<file path="config.mk">
export PLATFORM = sky130hd
export DESIGN_NAME = i2s_tx_stream
export DESIGN_NICKNAME = d
export VERILOG_FILES = /design/src/rtl/i2s_tx_stream.sv
export SDC_FILE = /design/constraint.sdc
export NUM_CORES = 1
export LEC_CHECK = 0
export ABC_AREA = 1
export BUFFER_PORTS_ARGS = -buffer_cell sky130_fd_sc_hd__buf_2
export CORE_MARGIN = 10
export CORE_UTILIZATION = 39
export DETAILED_ROUTE_END_ITERATION = 6
export PLACE_DENSITY_LB_ADDON = 0.2
export SETUP_SLACK_MARGIN = 0.5
export SLEW_MARGIN = 20
export SYNTH_ARGS = -nofsm -noshare
export SYNTH_HDL_FRONTEND = slang
export SYNTH_SLANG_ARGS = --single-unit
export TNS_END_PERCENT = 50
</file>
<file path="constraint.sdc">
create_clock -name clk -period 4.2 [get_ports clk]
set_input_delay 0.21 -clock clk [delete_from_list [all_inputs] [get_ports clk]]
set_output_delay 0.21 -clock clk [all_outputs]
set_load 0.02 [all_outputs]
</file>
<file path="src/rtl/i2s_tx_stream.sv">
// I2S stereo transmitter: sample-pair FIFO, MCLK/SCLK/LRCK generation, MSB-first serialiser.
// Optional build macro I2S_TX_VOLUME_EN adds a 4-bit attenuation input (vol) applied at frame load.
module i2s_tx_stream #(
  parameter int SAMPLE_W   = 16,
  parameter int SLOT_W     = 16,
  parameter int SCLK_DIV   = 16,
  parameter int MCLK_DIV   = 4,
  parameter int FIFO_DEPTH = 4
) (
  input  logic                          clk,
  input  logic                          rst_n,
  input  logic                          s_valid,
  output logic                          s_ready,
  input  logic [SAMPLE_W-1:0]           s_left,
  input  logic [SAMPLE_W-1:0]           s_right,
`ifdef I2S_TX_VOLUME_EN
  input  logic [3:0]                    vol,
`endif
  output logic [$clog2(FIFO_DEPTH):0]   fifo_level,
  output logic                          underrun,
  output logic                          mclk,
  output logic                          sclk,
  output logic                          lrck,
  output logic                          sdin
);

  localparam int MW = $clog2(MCLK_DIV);
  localparam int SW = $clog2(SCLK_DIV);
  localparam int BW = $clog2(2 * SLOT_W);
  localparam int AW = $clog2(FIFO_DEPTH);
  localparam int LW = AW + 1;
  localparam int FW = 2 * SLOT_W;

  localparam logic [MW-1:0] MCLK_LAST  = MW'(MCLK_DIV - 1);
  localparam logic [MW-1:0] MCLK_HALF  = MW'(MCLK_DIV / 2);
  localparam logic [SW-1:0] SCLK_LAST  = SW'(SCLK_DIV - 1);
  localparam logic [SW-1:0] SCLK_HALF  = SW'(SCLK_DIV / 2);
  localparam logic [BW-1:0] BIT_LAST   = BW'(2 * SLOT_W - 1);
  localparam logic [BW-1:0] BIT_SLOT   = BW'(SLOT_W);
  localparam logic [LW-1:0] LEVEL_FULL = LW'(FIFO_DEPTH);

  logic [MW-1:0] mclk_cnt, mclk_cnt_nxt;
  logic [SW-1:0] sclk_cnt, sclk_cnt_nxt;
  logic [BW-1:0] bit_cnt, bit_cnt_nxt;
  logic [FW-1:0] shifter;
  logic          boundary, load;

  logic [SAMPLE_W-1:0] mem_l [FIFO_DEPTH];
  logic [SAMPLE_W-1:0] mem_r [FIFO_DEPTH];
  logic [AW-1:0]       wr_ptr, rd_ptr;
  logic                fifo_empty, push, pop;

  logic signed [SAMPLE_W-1:0] head_l, head_r;
  logic [SLOT_W-1:0]          slot_l, slot_r;

  assign mclk_cnt_nxt = (mclk_cnt == MCLK_LAST) ? '0 : mclk_cnt + 1'b1;
  assign sclk_cnt_nxt = (sclk_cnt == SCLK_LAST) ? '0 : sclk_cnt + 1'b1;
  assign bit_cnt_nxt  = (bit_cnt == BIT_LAST) ? '0 : bit_cnt + 1'b1;

  // A bit period ends on the SCLK falling edge; the frame reloads when entering bit 1.
  assign boundary = (sclk_cnt == SCLK_LAST);
  assign load     = boundary && (bit_cnt == '0);

  assign s_ready    = (fifo_level != LEVEL_FULL);
  assign fifo_empty = (fifo_level == '0);
  assign push       = s_valid && s_ready;
  assign pop        = load && !fifo_empty;

  assign sdin = shifter[FW-1];

  always_comb begin
    head_l = mem_l[rd_ptr];
    head_r = mem_r[rd_ptr];
`ifdef I2S_TX_VOLUME_EN
    head_l = head_l >>> vol;
    head_r = head_r >>> vol;
`endif
    // MSB-align in the slot; any sign bits from widening are shifted out.
    slot_l = SLOT_W'(head_l) << (SLOT_W - SAMPLE_W);
    slot_r = SLOT_W'(head_r) << (SLOT_W - SAMPLE_W);
  end

  always_ff @(posedge clk or negedge rst_n) begin
    if (!rst_n) begin
      mclk_cnt <= '0;
      sclk_cnt <= '0;
      bit_cnt  <= '0;
      mclk     <= 1'b0;
      sclk     <= 1'b0;
      lrck     <= 1'b0;
      shifter  <= '0;
      underrun <= 1'b0;
    end else begin
      mclk_cnt <= mclk_cnt_nxt;
      sclk_cnt <= sclk_cnt_nxt;
      mclk     <= (mclk_cnt_nxt >= MCLK_HALF);
      sclk     <= (sclk_cnt_nxt >= SCLK_HALF);
      underrun <= load && fifo_empty;
      if (boundary) begin
        bit_cnt <= bit_cnt_nxt;
        lrck    <= (bit_cnt_nxt >= BIT_SLOT);
        if (bit_cnt == '0) begin
          shifter <= pop ? {slot_l, slot_r} : '0;
        end else begin
          shifter <= {shifter[FW-2:0], 1'b0};
        end
      end
    end
  end

  always_ff @(posedge clk or negedge rst_n) begin
    if (!rst_n) begin
      wr_ptr     <= '0;
      rd_ptr     <= '0;
      fifo_level <= '0;
    end else begin
      if (push) wr_ptr <= wr_ptr + 1'b1;
      if (pop)  rd_ptr <= rd_ptr + 1'b1;
      case ({push, pop})
        2'b10:   fifo_level <= fifo_level + 1'b1;
        2'b01:   fifo_level <= fifo_level - 1'b1;
        default: fifo_level <= fifo_level;
      endcase
    end
  end

  always_ff @(posedge clk) begin
    if (push) begin
      mem_l[wr_ptr] <= s_left;
      mem_r[wr_ptr] <= s_right;
    end
  end

endmodule

</file>
==> results of run 1 <==
==> where the power goes <==
group | switching, uW | total (uW) | leakage [uW] | internal (uW)
Combinational | 447 | 609 | 0.00222 | 162
Sequential | 61.0 | 2260 | 0.00179 | 2200
Clock | 660 | 1410 | 0.000240 | 752
==> flip-flops by register name, summed over array words and instances (netlist names) <==
| name | flops |
|---|---|
| mem_r | 64 |
| fifo_level | 3 |
| shifter | 32 |
| mclk | 1 |
| underrun | 1 |
| bit_cnt | 4 |
| mclk_cnt | 1 |
| lrck | 1 |
| sclk_cnt | 4 |
| rd_ptr | 2 |
| mem_l | 64 |
| wr_ptr | 2 |
| sclk | 1 |
==> worst max-delay path by stage <==
| stage | start | endpoint | slack [ns] | depth (start not counted) |
|---|---|---|---|---|
| floorplan | fifo_level[0] | mem_l[0][0] | 1.35 | 4 |
| global placement | bit_cnt[0] | fifo_level[2] | 1.48 | 14 |
| detailed placement | bit_cnt[0] | fifo_level[2] | 1.49 | 14 |
| CTS | bit_cnt[0] | fifo_level[2] | 1.47 | 14 |
| global route | bit_cnt[0] | fifo_level[2] | 1.13 | 14 |
| finish | bit_cnt[0] | fifo_level[2] | 1.47 | 14 |
==> per-layer routing <==
metal | up-vias | part of all wire, %
met2 | 58 | 48
met5 | - | 0
li1 | 2672 | -
met4 | 0 | 0.92
met3 | 9 | 3.7
met1 | 2504 | 47
==> through the flow <==
step / cells / hold slack [ns] / worst slack (ns)
after floorplan: 809 / -0.0856 / 1.35
after global placement: 1097 / 0.403 / 1.48
after detailed placement: 1097 / 0.401 / 1.49
after CTS: 1148 / 0.000459 / 1.47
after global routing: 1150 / 0.00390 / 1.13
final: 1150 / 0.0143 / 1.47
==> synthesized netlist by cell type <==
library cell,n
edfxtp_1,128
or2_2,32
o21ai_0,9
fa_1,1
ha_1,10
nor3_1,1
clkinv_1,1
inv_1,174
buf_1,1
dfrtp_1,52
buf_2,24
xor2_1,3
clkbuf_1,6
xnor2_1,1
buf_6,3
nand2_1,171
nor2_1,14
nor2_2,1
inv_2,1
nand2_2,1
a21oi_1,67
nand3_1,103
nand2_4,1
clkbuf_2,3
nor2_8,1
==> worst max-delay path, stage by stage, from the launching register on <==
cell and delay [ns]:
dfrtp_1 0.39, inv_1 0.11, ha_1 0.16, inv_1 0.04, nor2_1 0.10, nand2_2 0.42, nor2_8 0.22, nand2_1 0.12
inv_1 0.10, ha_1 0.13, inv_1 0.06, fa_1 0.37, a21oi_1 0.14, o21ai_0 0.10, xor2_1 0.15
==> area by class of cell <==
type                    instances  area [sq um]
clock buffers                  19           433
flip-flops and latches        180          5150
fillers                      1875         11000
repair buffers                 76           515
multi-input cells             416          2050
inverters                     176           661
clock inverters                13          85.1
well taps                     270           338
==> logic make-up after synthesis <==
family / Yosys count / synth area share (%)
and+or+nand+nor: 325 / 18.2
buffers and inverters: 213 / 10.7
DFF: 180 / 64.1
AOI/OAI and AO/OA: 76 / 4.74
adders and majority gates: 11 / 1.81
xor gates and xnor gates: 4 / 0.437
==> reports/metrics.yaml, run 1 <==
critical_path:
  worstReg2RegEnd: "fifo_level[2]"
  crit_path_start_kind: "flop"
  endpoint_kind: "flop"
  worstSetupPathType: "reg -> reg"
  rrSetupSlack_ns: 1.47
  cp.arrival_ns: 3.03
  r2r_cells: 14
  cp_max_fo: 33
  r2r-start: "bit_cnt[0]"
  crit_required_ns: 4.50
global_route:
  grtUsageMet2_pct: 20.6
  grt-ovfl-total: 0
  grt_max_degree: 66
  grt_pass1_vias: 5034
  grt_busiest_layer: "met2"
  grt_antenna_before_repair: 0
  met3_usage_pct: 3.07
  grtUsageTotal_pct: 12.8
  grt_util_met1_pct: 16.8
  grt_pass1_wl_microns: 26700
final_layout:
  final_util_pct: 45.6
  drive_gt1_share_pct: 14.0
  nets: 913
  syn_to_final_growth_pct: 15.1
  antenna_cells: 0
  layout_common_cells: "174 x inv_1, 171 x nand2_1, 128 x edfxtp_1"
  finish.instance_area_sq_um: 9230
  final_common_cell: "inv_1"
drt:
  drc_errors: 0
  wire_per_inst_microns: 14.4
  ant_nets: 0
  drt_pass1_iterations: 4
  drtIter0Drc: 259
  vias_per_cell: 4.56
  routed_wl_microns: 16600
  vias: 5243
synth:
  synth_nets: 855
  postSynthAreaPerCell_sq_um: 9.91
  yosysSeqAreaShare_pct: 64.1
  netlist_area_sq_um: 8020
  ys_ff_latch: 180
  yosysTopAreaCellShare_pct: 47.9
  netlist_top_cells_area: "edfxtp_1 48%, dfrtp_1 16%, inv_1 8.1%"
  ys_types: 25
  syn_inst: 809
  synth_top_area_cell: "edfxtp_1"
  yosys_warnings: 0
die:
  die_w_microns: 163
  die-height_microns: 163
  dieArea_sq_um: 26700
  coreArea_sq_um: 20200
  ioPinCount: 44
  rows: 52
  start_util_pct: 39.6
clock_tree:
  cts_resized: 0
  cts_root_buf: "clkbuf_16"
  cts_max_path_buffers: 2
  insertion_delay_ns: 0.42
  cts_htree_levels: 4
  cts_hold_repair.buffers: 19
  cts_tree: "done"
  clk_pin_slew_worst_paths_ns: 0.06
  cts_buffers: 17
  cts.sinks: 180
  post_cts_buffers: 0
power:
  ir_drop_mv: 0.337
  p_leak_uw: 0.00425
  powerDensity_nw_per_um2: 464
  power.total_uw: 4280
timing:
  fin_skew_ns: 0.00762
  max_freq_mhz: 366
  fin_tns_setup_ns: 0
  setup_viol: 0
  slew_viol_final: 0
  fin_crit_ns: 2.73
  max_slew_margin_pct: 43.7
  hold_violations: 0
  post-route-period-util_pct: 65.0
  worst_pin_slew_ns: 0.842
  rsz0062_at_grt: "false"
placed_design:
  port_buffers: 43
  place_area_sq_um: 8500
  gp_congestion: 0.773
  dpl.hpwl_microns: 9740
flow_run:
  drv_cap: 0
hold_path:
  hp-class: "in -> reg"
  min_to: "mem_l[3][10]"
  hold_depth: 1
  hold_path_startpoint: "s_left[10]"
outcome:
  outcome: "complete, no violations"
(Power assumes the default switching activity.)
==> run 2: changes to the inputs <==
==> constraint.sdc (replaced) <==
create_clock -name clk -period 2.8 [get_ports clk]
set_input_delay 0.14 -clock clk [delete_from_list [all_inputs] [get_ports clk]]
set_output_delay 0.14 -clock clk [all_outputs]
set_load 0.02 [all_outputs]
==> reports/metrics.yaml, run 2 (synthesis results as in run 1) <==
power:
  p_leak_uw: 0.00436  # was 0.00425 uW
  powerDensity_nw_per_um2: 698  # was 464 nW/um^2
  ir_drop_mv: 0.373  # was 0.337 mV
critical_path:
  path_buf_inv: 4  # unchanged
  rrSetupSlack_ns: 0.67  # was 1.47 ns
  endpoint_kind: "flop"  # unchanged
  r2r_cells: 14  # unchanged
  crit_required_ns: 3.10  # was 4.50 ns
  worstSetupPathType: "reg -> reg"  # unchanged
  cp_top_family: "adder cells"  # was simple AND/OR/NAND/NOR gates
  crit_chain: "inv_2 -> ha_1 -> inv_1 -> nor2_2 -> nand2_2 -> nor2_8 -> nand2_2 -> inv_1 -> ha_1 -> inv_2 -> fa_2 -> a21oi_1 -> o21ai_1 -> xor2_1"  # was inv_1 -> ha_1 -> inv_1 -> nor2_1 -> nand2_2 -> nor2_8 -> nand2_1 -> inv_1 -> ha_1 -> inv_1 -> fa_1 -> a21oi_1 -> o21ai_0 -> xor2_1
  cp_max_fo: 4  # was 33
  max_stage_delay_ns: 0.41  # was 0.42 ns
  crit_path_start_kind: "flop"  # unchanged
  r2r-start: "bit_cnt[1]"  # was bit_cnt[0]
  cp.arrival_ns: 2.43  # was 3.03 ns
  critPathSlowestCell: "dfrtp_1"  # was nand2_2
  worstReg2RegEnd: "fifo_level[2]"  # unchanged
clock_tree:
  cts_buffers: 17  # unchanged
  cts.sinks: 180  # unchanged
  cts_htree_levels: 4  # unchanged
  cts_tree: "done"  # unchanged
  insertion_delay_ns: 0.43  # was 0.42 ns
  cts_max_path_buffers: 2  # unchanged
  clk_pin_slew_worst_paths_ns: 0.06  # about the same
  cts_root_buf: "clkbuf_16"  # unchanged
placed_design:
  gp_congestion: 0.746  # was 0.773
  placed_cells: 1101  # was 1097
  place_ws_ns: 0.541  # was 1.49 ns
  port_buffers: 43  # unchanged
  place_area_sq_um: 8550  # was 8500 sq um
  dpl.hpwl_microns: 9070  # was 9740 microns
final_layout:
  fillCellCount: 1867  # was 1875
  final_cells: 1168  # was 1150
  final_common_cell: "inv_1"  # unchanged
  syn_to_final_growth_pct: 18.1  # was 15.1%
  layout_common_cells: "171 x inv_1, 170 x nand2_1, 128 x edfxtp_1"  # was 174 x inv_1, 171 x nand2_1, 128 x edfxtp_1
  drive_gt1_share_pct: 15.4  # was 14.0%
  nets: 931  # was 913
  antenna_cells: 0  # unchanged
  ff_latch_area_sq_um: 5150  # unchanged
  finish.instance_area_sq_um: 9470  # was 9230 sq um
  top_regs: "mem_l: 64 flops, mem_r: 64 flops, shifter: 32 flops"  # unchanged
  multi_input_area_sq_um: 2060  # was 2050 sq um
timing:
  fin_tns_setup_ns: 0  # unchanged
  setup_viol: 0  # unchanged
  max_freq_mhz: 470  # was 366 MHz
  fin_crit_ns: 2.13  # was 2.73 ns
  whs_ns: 0.199  # was 0.0143 ns
  worst_pin_slew_ns: 0.908  # was 0.842 ns
  fin_skew_ns: 0.0124  # was 0.00762 ns
  hold_violations: 0  # unchanged
  rsz0062_at_grt: "false"  # unchanged
  setup_slack_ns: 0.673  # was 1.47 ns
  post-route-period-util_pct: 75.9  # was 65.0%
  slew_viol_final: 0  # unchanged
  max_slew_margin_pct: 39.5  # was 43.7%
die:
  rows: 52  # unchanged
  die_w_microns: 163  # unchanged
  ioPinCount: 44  # unchanged
  coreArea_sq_um: 20200  # unchanged
  start_util_pct: 39.6  # unchanged
  dieArea_sq_um: 26700  # unchanged
  die-height_microns: 163  # unchanged
drt:
  drtIter0Drc: 309  # was 259
  met3_length_microns: 469  # was 606 microns
  wl_met1_microns: 7840  # was 7870 microns
  vias_per_cell: 4.48  # was 4.56
  top_layer: "met4"  # unchanged
  vias: 5230  # was 5243
  ant_nets: 0  # unchanged
  drt_pass1_iterations: 4  # unchanged
  wire_per_inst_microns: 14.1  # was 14.4 microns
  wl_met2_microns: 7950  # was 7960 microns
  drc_errors: 0  # unchanged
  routed_wl_microns: 16500  # was 16600 microns
global_route:
  grt-ovfl-total: 0  # unchanged
  grt_pass1_wl_microns: 27400  # was 26700 microns
  grt_max_degree: 66  # unchanged
  grt_antenna_before_repair: 0  # unchanged
  grt_pass1_vias: 5324  # was 5034
  grtUsageTotal_pct: 13.1  # was 12.8%
hold_path:
  hp-class: "in -> reg"  # unchanged
  min_to: "wr_ptr[0]"  # was mem_l[3][10]
  hold_path_startpoint: "s_valid"  # was s_left[10]
  hold_depth: 4  # was 1
outcome:
  outcome: "complete, no violations"  # unchanged
flow_run:
  drv_cap: 0  # unchanged
==> run 2: repair_timing <==
item                                    CTS  global route
endpoints found under the setup margin    0             2
buffers inserted                          0             2
hold buffers                             33             0
hold endpoints to repair                163             0
resized for setup                         0             7
==> run 2: stage by stage <==
step / total power, uW / util, %
6_report: 6610 / 46.8
5_1_grt: 6950 / 46.8
4_1_cts: 6690 / 46.7
3_5_place_dp: 4360 / 42.3
3_3_place_gp: 4360 / 42.3
2_1_floorplan: 3990 / -
==> run 2: final cells by class <==
class | instances | area share, %
sequential | 180 | 54.3
multi-input combinational | 416 | 21.7
timing repair buffer | 94 | 7.45
inverter | 176 | 6.98
clock buffer | 20 | 4.72
tap | 270 | 3.57
clock inverter | 12 | 1.23
==> run 2: per-layer routing <==
metal  GRT usage, %  vias to the layer above
li1               -                     2708
met1           16.3                     2427
met2           22.0                       78
met3           2.77                       17
met4           4.84                        0
met5              0                        -
==> run 2: worst max path at each step <==
| stage | start | endpoint | slack, ns | cells after the start |
|---|---|---|---|---|
| global route | bit_cnt[1] | fifo_level[2] | 0.51 | 14 |
| floorplan | fifo_level[0] | mem_l[0][0] | 0.43 | 4 |
| CTS | bit_cnt[0] | fifo_level[2] | 0.51 | 14 |
| global placement | bit_cnt[0] | fifo_level[2] | 0.55 | 14 |
| finish | bit_cnt[1] | fifo_level[2] | 0.67 | 14 |
| detailed placement | bit_cnt[0] | fifo_level[2] | 0.54 | 14 |
==> run 2: worst reg2reg max path: stages (launching register included) <==
cell	delay, ns
dfrtp_1	0.41
inv_2	0.07
ha_1	0.13
inv_1	0.04
nor2_2	0.09
nand2_2	0.10
nor2_8	0.10
nand2_2	0.08
inv_1	0.08
ha_1	0.15
inv_2	0.05
fa_2	0.33
a21oi_1	0.15
o21ai_1	0.10
xor2_1	0.14
==> run 2: report_power, final <==
part           internal [uW]  switching [uW]  leakage, uW
Combinational            262             655      0.00230
Clock                   1270            1030     0.000275
Sequential              3300            90.0      0.00179
Total                   4830            1780      0.00436
